$ cat src/rtl/reg_bank_write_port.sv
// reg_bank_write_port: write side of the 4-entry register bank.
// Requests arrive over a valid/ready handshake, wait one edge in a
// single-entry pending buffer, then commit to the selected register
// unless commit_stall holds them.
// Optional build macro: R00_ZERO_EN (R00 hardwired to zero).
module reg_bank_write_port #(
    parameter int unsigned DATA_W   = 32,
    parameter int unsigned SEL_W    = 5,
    parameter int unsigned NUM_REGS = 4
) (
    input  logic              clk,
    input  logic              reset,
    input  logic              wr_valid,
    output logic              wr_ready,
    input  logic [SEL_W-1:0]  wr_sel,
    input  logic [DATA_W-1:0] wr_data,
    input  logic              commit_stall,
    output logic [DATA_W-1:0] R00,
    output logic [DATA_W-1:0] R01,
    output logic [DATA_W-1:0] R02,
    output logic [DATA_W-1:0] R03,
    output logic              pend_busy,
    output logic [SEL_W-1:0]  pend_sel,
    output logic              err_oob,
    output logic [7:0]        wr_count
);

`ifdef R00_ZERO_EN
    localparam bit R00_HARDWIRED = 1'b1;
`else
    localparam bit R00_HARDWIRED = 1'b0;
`endif

    localparam logic [SEL_W-1:0] NUM_REGS_SEL = SEL_W'(NUM_REGS);

    typedef enum logic {
        ST_EMPTY,
        ST_FULL
    } state_t;

    state_t              state_q;
    state_t              state_d;
    logic [SEL_W-1:0]    pend_sel_q;
    logic [DATA_W-1:0]   pend_data_q;
    logic [DATA_W-1:0]   regs [4];
    logic                err_oob_q;
    logic [7:0]          wr_count_q;

    logic                accept;
    logic                commit;
    logic                in_range;

    // Handshake and commit qualification.
    always_comb begin
        pend_busy = (state_q == ST_FULL);
        wr_ready  = !pend_busy || !commit_stall;
        accept    = wr_valid && wr_ready;
        commit    = pend_busy && !commit_stall;
        in_range  = (pend_sel_q < NUM_REGS_SEL);
    end

    // Pending-buffer occupancy: a new accept refills it even while the old entry commits.
    always_comb begin
        state_d = state_q;
        if (accept) begin
            state_d = ST_FULL;
        end else if (commit) begin
            state_d = ST_EMPTY;
        end
    end

    // Occupancy state register.
    always_ff @(posedge clk) begin
        if (reset) begin
            state_q <= ST_EMPTY;
        end else begin
            state_q <= state_d;
        end
    end

    // Pending select/data; select returns to 0 once the buffer drains.
    always_ff @(posedge clk) begin
        if (reset) begin
            pend_sel_q  <= '0;
            pend_data_q <= '0;
        end else if (accept) begin
            pend_sel_q  <= wr_sel;
            pend_data_q <= wr_data;
        end else if (commit) begin
            pend_sel_q  <= '0;
        end
    end

    // One-hot commit into the implemented registers; R00 is skipped when hardwired.
    always_ff @(posedge clk) begin
        if (reset) begin
            for (int unsigned i = 0; i < 4; i++) begin
                regs[i] <= '0;
            end
        end else if (commit && in_range) begin
            for (int unsigned i = 0; i < 4; i++) begin
                if ((i < NUM_REGS) && (pend_sel_q == SEL_W'(i)) &&
                    !(R00_HARDWIRED && (i == 0))) begin
                    regs[i] <= pend_data_q;
                end
            end
        end
    end

    // Out-of-range pulse and in-range commit counter.
    always_ff @(posedge clk) begin
        if (reset) begin
            err_oob_q  <= 1'b0;
            wr_count_q <= '0;
        end else begin
            err_oob_q <= commit && !in_range;
            if (commit && in_range) begin
                wr_count_q <= wr_count_q + 8'd1;
            end
        end
    end

    // Output mapping; unimplemented registers read as constant zero.
    always_comb begin
        R00      = (R00_HARDWIRED || (NUM_REGS < 1)) ? '0 : regs[0];
        R01      = (NUM_REGS > 1) ? regs[1] : '0;
        R02      = (NUM_REGS > 2) ? regs[2] : '0;
        R03      = (NUM_REGS > 3) ? regs[3] : '0;
        pend_sel = pend_busy ? pend_sel_q : '0;
        err_oob  = err_oob_q;
        wr_count = wr_count_q;
    end

endmodule

$ cat config.mk
export PLATFORM = sky130hd
export DESIGN_NAME = reg_bank_write_port
export DESIGN_NICKNAME = d
export VERILOG_FILES = /design/src/rtl/reg_bank_write_port.sv
export SDC_FILE = /design/constraint.sdc
export NUM_CORES = 1
export LEC_CHECK = 0
export BUFFER_PORTS_ARGS = -buffer_cell sky130_fd_sc_hd__buf_4
export CAP_MARGIN = 20
export CORE_ASPECT_RATIO = 0.5
export CORE_UTILIZATION = 50
export DETAILED_ROUTE_END_ITERATION = 8
export GPL_TIMING_DRIVEN = 0
export PLACE_DENSITY = 0.77
export SYNTH_ARGS = -nofsm -noshare
export SYNTH_HDL_FRONTEND = slang
export SYNTH_SLANG_ARGS = --single-unit
$ cat constraint.sdc
create_clock -name clk -period 12.4 [get_ports clk]
set_input_delay 2.48 -clock clk [delete_from_list [all_inputs] [get_ports clk]]
set_output_delay 2.48 -clock clk [all_outputs]
set_load 0.03 [all_outputs]
==> results of run 1 <==
==> cell type report <==
cell class	count	area [um2]
flip-flops and latches	175	4780
inverters	5	18.8
multi-input cells	299	1790
well taps	170	213
fillers	931	3870
repair buffers	187	1460
clock buffers	19	433
plain buffers	29	133
clock inverters	13	155
==> report_power, final <==
| group | total, mW | switching, mW | internal, mW | leakage [nW] |
|---|---|---|---|---|
| Sequential | 0.667 | 0.0150 | 0.652 | 1.70 |
| Combinational | 0.132 | 0.0851 | 0.0467 | 1.70 |
| Clock | 0.533 | 0.230 | 0.303 | 0.283 |
| Total | 1.33 | 0.330 | 1.00 | 3.69 |
==> through the flow <==
step / hold WS [ns] / instance area [um2]
3_5_place_dp: 0.480 / 8390
4_1_cts: 0.489 / 8980
5_1_grt: 0.519 / 8980
6_report: 0.489 / 8980
2_1_floorplan: 0.457 / 6670
3_3_place_gp: 0.469 / 8250
==> placed cells by master, fill, tap and decap left out, types with 2 or more instances in the layout <==
cell type	instances
buf_4	182
and2_1	134
edfxtp_1	128
nand2_1	67
dfxtp_1	47
a21oi_1	40
clkbuf_1	20
clkbuf_16	17
nor2_1	9
inv_1	5
nand2b_1	4
o21ai_0	4
buf_2	4
mux2_2	4
a222oi_1	4
o31ai_1	4
or4_1	4
inv_6	4
o21ai_4	3
or3_1	3
clkbuf_2	3
buf_12	3
buf_6	2
buf_1	2
nor2b_1	2
nor3_4	2
nand4b_1	2
inv_8	2
clkinvlp_4	2
bufinv_16	2
clkinv_4	2
buf_8	2
==> critical path: stages <==
cell and delay [ns]:
clkbuf_1 0.27, and2_1 0.17, clkbuf_1 0.26, inv_1 0.07, buf_4 0.17
==> path summary, 6_finish.rpt <==
path                    from              end  slack, ns
min          pend_data_q[17]  pend_data_q[17]       0.49
min reg2reg  pend_data_q[17]  pend_data_q[17]       0.49
max             commit_stall         wr_ready       6.50
max reg2reg    pend_sel_q[4]      regs[0][17]      10.11
==> per-layer routing <==
layer	up-vias	global-route usage, %
met4	0	8.68
met3	19	4.82
li1	2173	-
met1	2241	30.2
met5	-	0
met2	149	40.2
==> cells by family after synthesis <==
group	after synthesis	synth area share, %
flip-flops	175	71.7
AO/OA/AOI/OAI	58	4.95
AND/OR/NAND/NOR	235	20.1
adder cells (fa/ha/maj)	1	0.187
buffers and inverters	34	2.27
multiplexers	5	0.844
==> flip-flops by register name, indices dropped and copies added, names as in the netlist <==
register     flops
pend_data_q     32
err_oob          1
regs           128
wr_count         8
pend_busy        1
pend_sel_q       5
==> impl_metrics.json, run 1 <==
{
  "drive_above_1_share_pct": 33.1,
  "postSynth.asyncResetShare_pct": 0,
  "ios": 185,
  "report.final.setup_viol": 0,
  "syn_to_final_growth_pct": 34.5,
  "die_area_mm2": 0.0138,
  "syn_inst": 508,
  "highest_layer": "met4",
  "drtAntennaViolNets": 0,
  "post-place-ws_ns": 6.51,
  "syn_area_mm2": 0.00667,
  "firstDrtPassIters": 7,
  "layout_min_cycle_time_ns": 5.90,
  "hold_viol": 0,
  "p_total_mw": 1.33,
  "post-route-drc-count": 20,
  "drv_cap": 0,
  "yosysSeqAreaShare_pct": 71.7,
  "avgSynthCellArea_um2": 13.1,
  "ys_warn_count": 0,
  "dr_total_vias": 4582,
  "netlist.area_leader.share_pct": 57.6,
  "clk_path_buf_depth": 2,
  "cts_sinks": 175,
  "path_class": "input pin to output pin",
  "dp_cells": 865,
  "grt_pass1_wl_mm": 24.0,
  "post_synth_num_cell_types": 34,
  "antenna_found_initial": 0,
  "gp_congestion": 0.816,
  "wire_per_inst_um": 17.8,
  "start_util_pct": 52.0,
  "ys_top_cells_by_count": "and2_1, edfxtp_1, nand2_1, dfxtp_1, a21oi_1",
  "placement.io_buffers": 182,
  "post_cts_resized": 0,
  "ys.flop_type": "edfxtp_1",
  "synth_nets": 550,
  "grt_pass1_vias": 4410,
  "peakVddDrop_v": 0.0000827,
  "cp.required_ns": 9.92,
  "track_usage_pct": 23.7,
  "reg2regPathDepth": 5,
  "cts_hold_buffers": 0,
  "post_cts_buffers": 0,
  "endpoint_kind": "output pin",
  "gr-total-overflow": 0,
  "worst_skew_pair.late_latency_ns": 0.42,
  "cellLeakagePower_nw": 3.69,
  "core_mm2": 0.0128,
  "diodes": 0,
  "nNetsFinal": 756,
  "drv_slew": 0,
  "met1_length_mm": 6.69,
  "setup_tns_ns": 0,
  "rsz0062_at_grt": "no",
  "status": "finished with violations",
  "slew_headroom_pct": 59.0,
  "dp_hpwl_mm": 10.9,
  "hold_path_class": "register to register",
  "finClkSkew_ns": 0.0116,
  "violations": "design-rule violations",
  "cts-root-buf": "clkbuf_16",
  "rows": 29,
  "worst_pin_slew_ns": 0.615,
  "clk_pin_slew_ns": 0.06,
  "yosysMostFrequentCell": "and2_1",
  "holdPathStages": 2,
  "cts_tree": "done",
  "fin_ws_ns": 6.50,
  "drt_iter0_drc": 397,
  "grt_max_degree": 26,
  "path_max_fanout": 9,
  "wl_mm": 16.0,
  "synth_area_leaders": "edfxtp_1, dfxtp_1, and2_1",
  "ys_ff_latch": 175,
  "avgViaCountPerCell": 5.11,
  "fin_util_pct": 69.9,
  "cts_htree_levels": 4,
  "fin_cells": 897,
  "startpoint_type": "input pin",
  "yosysTopAreaCell": "edfxtp_1",
  "route.met2.wl_mm": 8.10,
  "powerDensity_mw_per_mm2": 148,
  "numCtsBuffers": 17,
  "timing.final.crit_share_pct": 47.6,
  "wl_met3_um": 983,
  "die_h_um": 83.7,
  "max_freq_ghz": 0.169,
  "die_w_um": 165,
  "crit_arrival_ns": 3.42,
  "synth_edf_count": 128
}
Note: power is estimated with default switching activity, not from simulation.
==> run 2: changes to the inputs <==
--- a/config.mk
+++ b/config.mk
@@ -8,10 +8,10 @@
 export BUFFER_PORTS_ARGS = -buffer_cell sky130_fd_sc_hd__buf_4
 export CAP_MARGIN = 20
 export CORE_ASPECT_RATIO = 0.5
-export CORE_UTILIZATION = 50
+export CORE_UTILIZATION = 47
 export DETAILED_ROUTE_END_ITERATION = 8
 export GPL_TIMING_DRIVEN = 0
-export PLACE_DENSITY = 0.77
+export PLACE_DENSITY = 0.76
 export SYNTH_ARGS = -nofsm -noshare
 export SYNTH_HDL_FRONTEND = slang
 export SYNTH_SLANG_ARGS = --single-unit
==> constraint.sdc (replaced) <==
create_clock -name clk -period 4.91 [get_ports clk]
set_input_delay 0.982 -clock clk [delete_from_list [all_inputs] [get_ports clk]]
set_output_delay 0.982 -clock clk [all_outputs]
set_load 0.03 [all_outputs]
==> impl_metrics.json, run 2 (same netlist as run 1, synthesis figures left out) <==
{
  "die_h_um": 86.3,
  "rsz0062_at_grt": "no",
  "placed_area_mm2": 0.00845,
  "hold_path_class": "register to register",
  "cts-root-buf": "clkbuf_16",
  "seqPwrFrac_pct": 51.2,
  "dp_hpwl_mm": 11.0,
  "antenna_found_initial": 0,
  "post-route-drc-count": 0,
  "dr_total_vias": 4545,
  "path_max_fanout": 9,
  "endpoint_kind": "output pin",
  "finClkSkew_ns": 0.00793,
  "max_freq_ghz": 0.342,
  "path_common_cell": "clkbuf_1",
  "timing.final.crit_share_pct": 59.5,
  "setup_tns_ns": 0,
  "p_switching_uw": 857,
  "largest_reg_flops": 128,
  "firstDrtPassIters": 5,
  "gp_congestion": 0.801,
  "diodes": 0,
  "gr-total-overflow": 0,
  "rows": 30,
  "placement.io_buffers": 182,
  "stdcell_area_mm2": 0.00900,
  "drt_iter0_drc": 316,
  "path_buf_inv": 4,
  "powerDensity_mw_per_mm2": 366,
  "hold_viol": 0,
  "cts_hold_buffers": 0,
  "worst_skew_pair.late_latency_ns": 0.42,
  "grt_pass1_vias": 4301,
  "cts_htree_levels": 4,
  "layout_commonest_cell": "buf_4",
  "top_register": "regs",
  "pwr-share-comb_pct": 10.1,
  "track_usage_pct": 21.6,
  "cellLeakagePower_nw": 3.67,
  "drive_above_1_share_pct": 33.3,
  "slew_headroom_pct": 58.4,
  "crit_arrival_ns": 1.94,
  "wl_mm": 15.6,
  "cts_sinks": 175,
  "clkPwrFrac_pct": 38.7,
  "die_area_mm2": 0.0147,
  "cts_tree": "done",
  "max_stage_delay_ns": 0.27,
  "critPathTopFamily": "buffers and inverters",
  "ios": 185,
  "clk_path_buf_depth": 2,
  "drv_slew": 0,
  "cp.required_ns": 3.93,
  "wire_per_inst_um": 17.0,
  "start_util_pct": 48.7,
  "syn_to_final_growth_pct": 34.9,
  "peakVddDrop_v": 0.000263,
  "layout_min_cycle_time_ns": 2.92,
  "startpoint_type": "input pin",
  "post_cts_buffers": 0,
  "drv_cap": 0,
  "die_w_um": 171,
  "avgViaCountPerCell": 4.95,
  "crit_path_cell_trace": "clkbuf_1, and2_1, clkbuf_1, inv_1, buf_4",
  "report.final.setup_viol": 0,
  "swShare_pct": 26.0,
  "status": "finished, final reports clean",
  "slowest_stage": "clkbuf_1",
  "worst_pin_slew_ns": 0.624,
  "numCtsBuffers": 17,
  "clk_pin_slew_ns": 0.07,
  "nNetsFinal": 756,
  "grt_pass1_wl_mm": 23.4,
  "core_mm2": 0.0137,
  "drtAntennaViolNets": 0,
  "internal-power_mw": 2.43,
  "fin_util_pct": 65.7,
  "final_cell_mix": "buf_4, and2_1, edfxtp_1",
  "grt_max_degree": 26,
  "post_cts_resized": 0,
  "path_class": "input pin to output pin"
}
-- run 2: changes by cell type in the layout (fill, tap and decap cells not counted), sizes merged --
cell,change
bufinv,-2
inv,+1
clkinvlp,+3
clkbuf,-1
clkinv,-1
-- run 2: layout make-up --
cell class	instances	area (um2)
Buffer	29	133
Clock buffer	18	429
Clock inverter	14	128
Fill cell	1012	4700
Inverter	5	18.8
Multi-Input combinational cell	299	1790
Sequential cell	175	4780
Tap cell	192	240
Timing Repair Buffer	187	1480
-- run 2: metrics by stage --
stage / worst slack, ns / hold WS, ns / total power, mW / instances
detailed placement: 1.93 / 0.481 / 2.05 / 887
global placement: -1.11 / 0.470 / 2.03 / 882
global route: 1.88 / 0.510 / 3.39 / 919
finish: 1.99 / 0.490 / 3.29 / 919
CTS: 2.01 / 0.491 / 3.31 / 919
floorplan: 0.504 / 0.457 / 1.90 / 508
-- run 2: metal layers --
metal	wire length, um	global-route usage [%]	part of all wire, %	vias to the layer above
met1	6700	28.1	43	2193
met4	206	7.45	1.3	0
met5	0	0	0	-
met2	7800	36.4	50	156
met3	905	4.43	5.8	19
li1	-	-	-	2177
-- run 2: power by group through the flow --
| stage | clock (mW) | combinational [mW] | sequential [mW] |
|---|---|---|---|
| after floorplan | 0 | 0.0872 | 1.81 |
| after global placement | 0 | 0.312 | 1.72 |
| after detailed placement | 0 | 0.335 | 1.72 |
| after CTS | 1.29 | 0.336 | 1.68 |
| after global routing | 1.35 | 0.353 | 1.69 |
| final | 1.27 | 0.333 | 1.68 |
-- run 2: final timing paths --
path,start,to,slack (ns),cells past startpoint
worst max-delay path,commit_stall,wr_ready,1.99,5
worst min-delay path,pend_data_q[24],pend_data_q[24],0.49,2
worst max register to register,pend_sel_q[2],regs[0][11],2.59,5
worst min register to register,pend_data_q[24],pend_data_q[24],0.49,2
-- run 2: tightest hold or removal path: cells and delay by family (launching register included) --
kind,cells,cell delay (ns)
flops,1,0.33
simple gates,1,0.06
compound gates,1,0.05
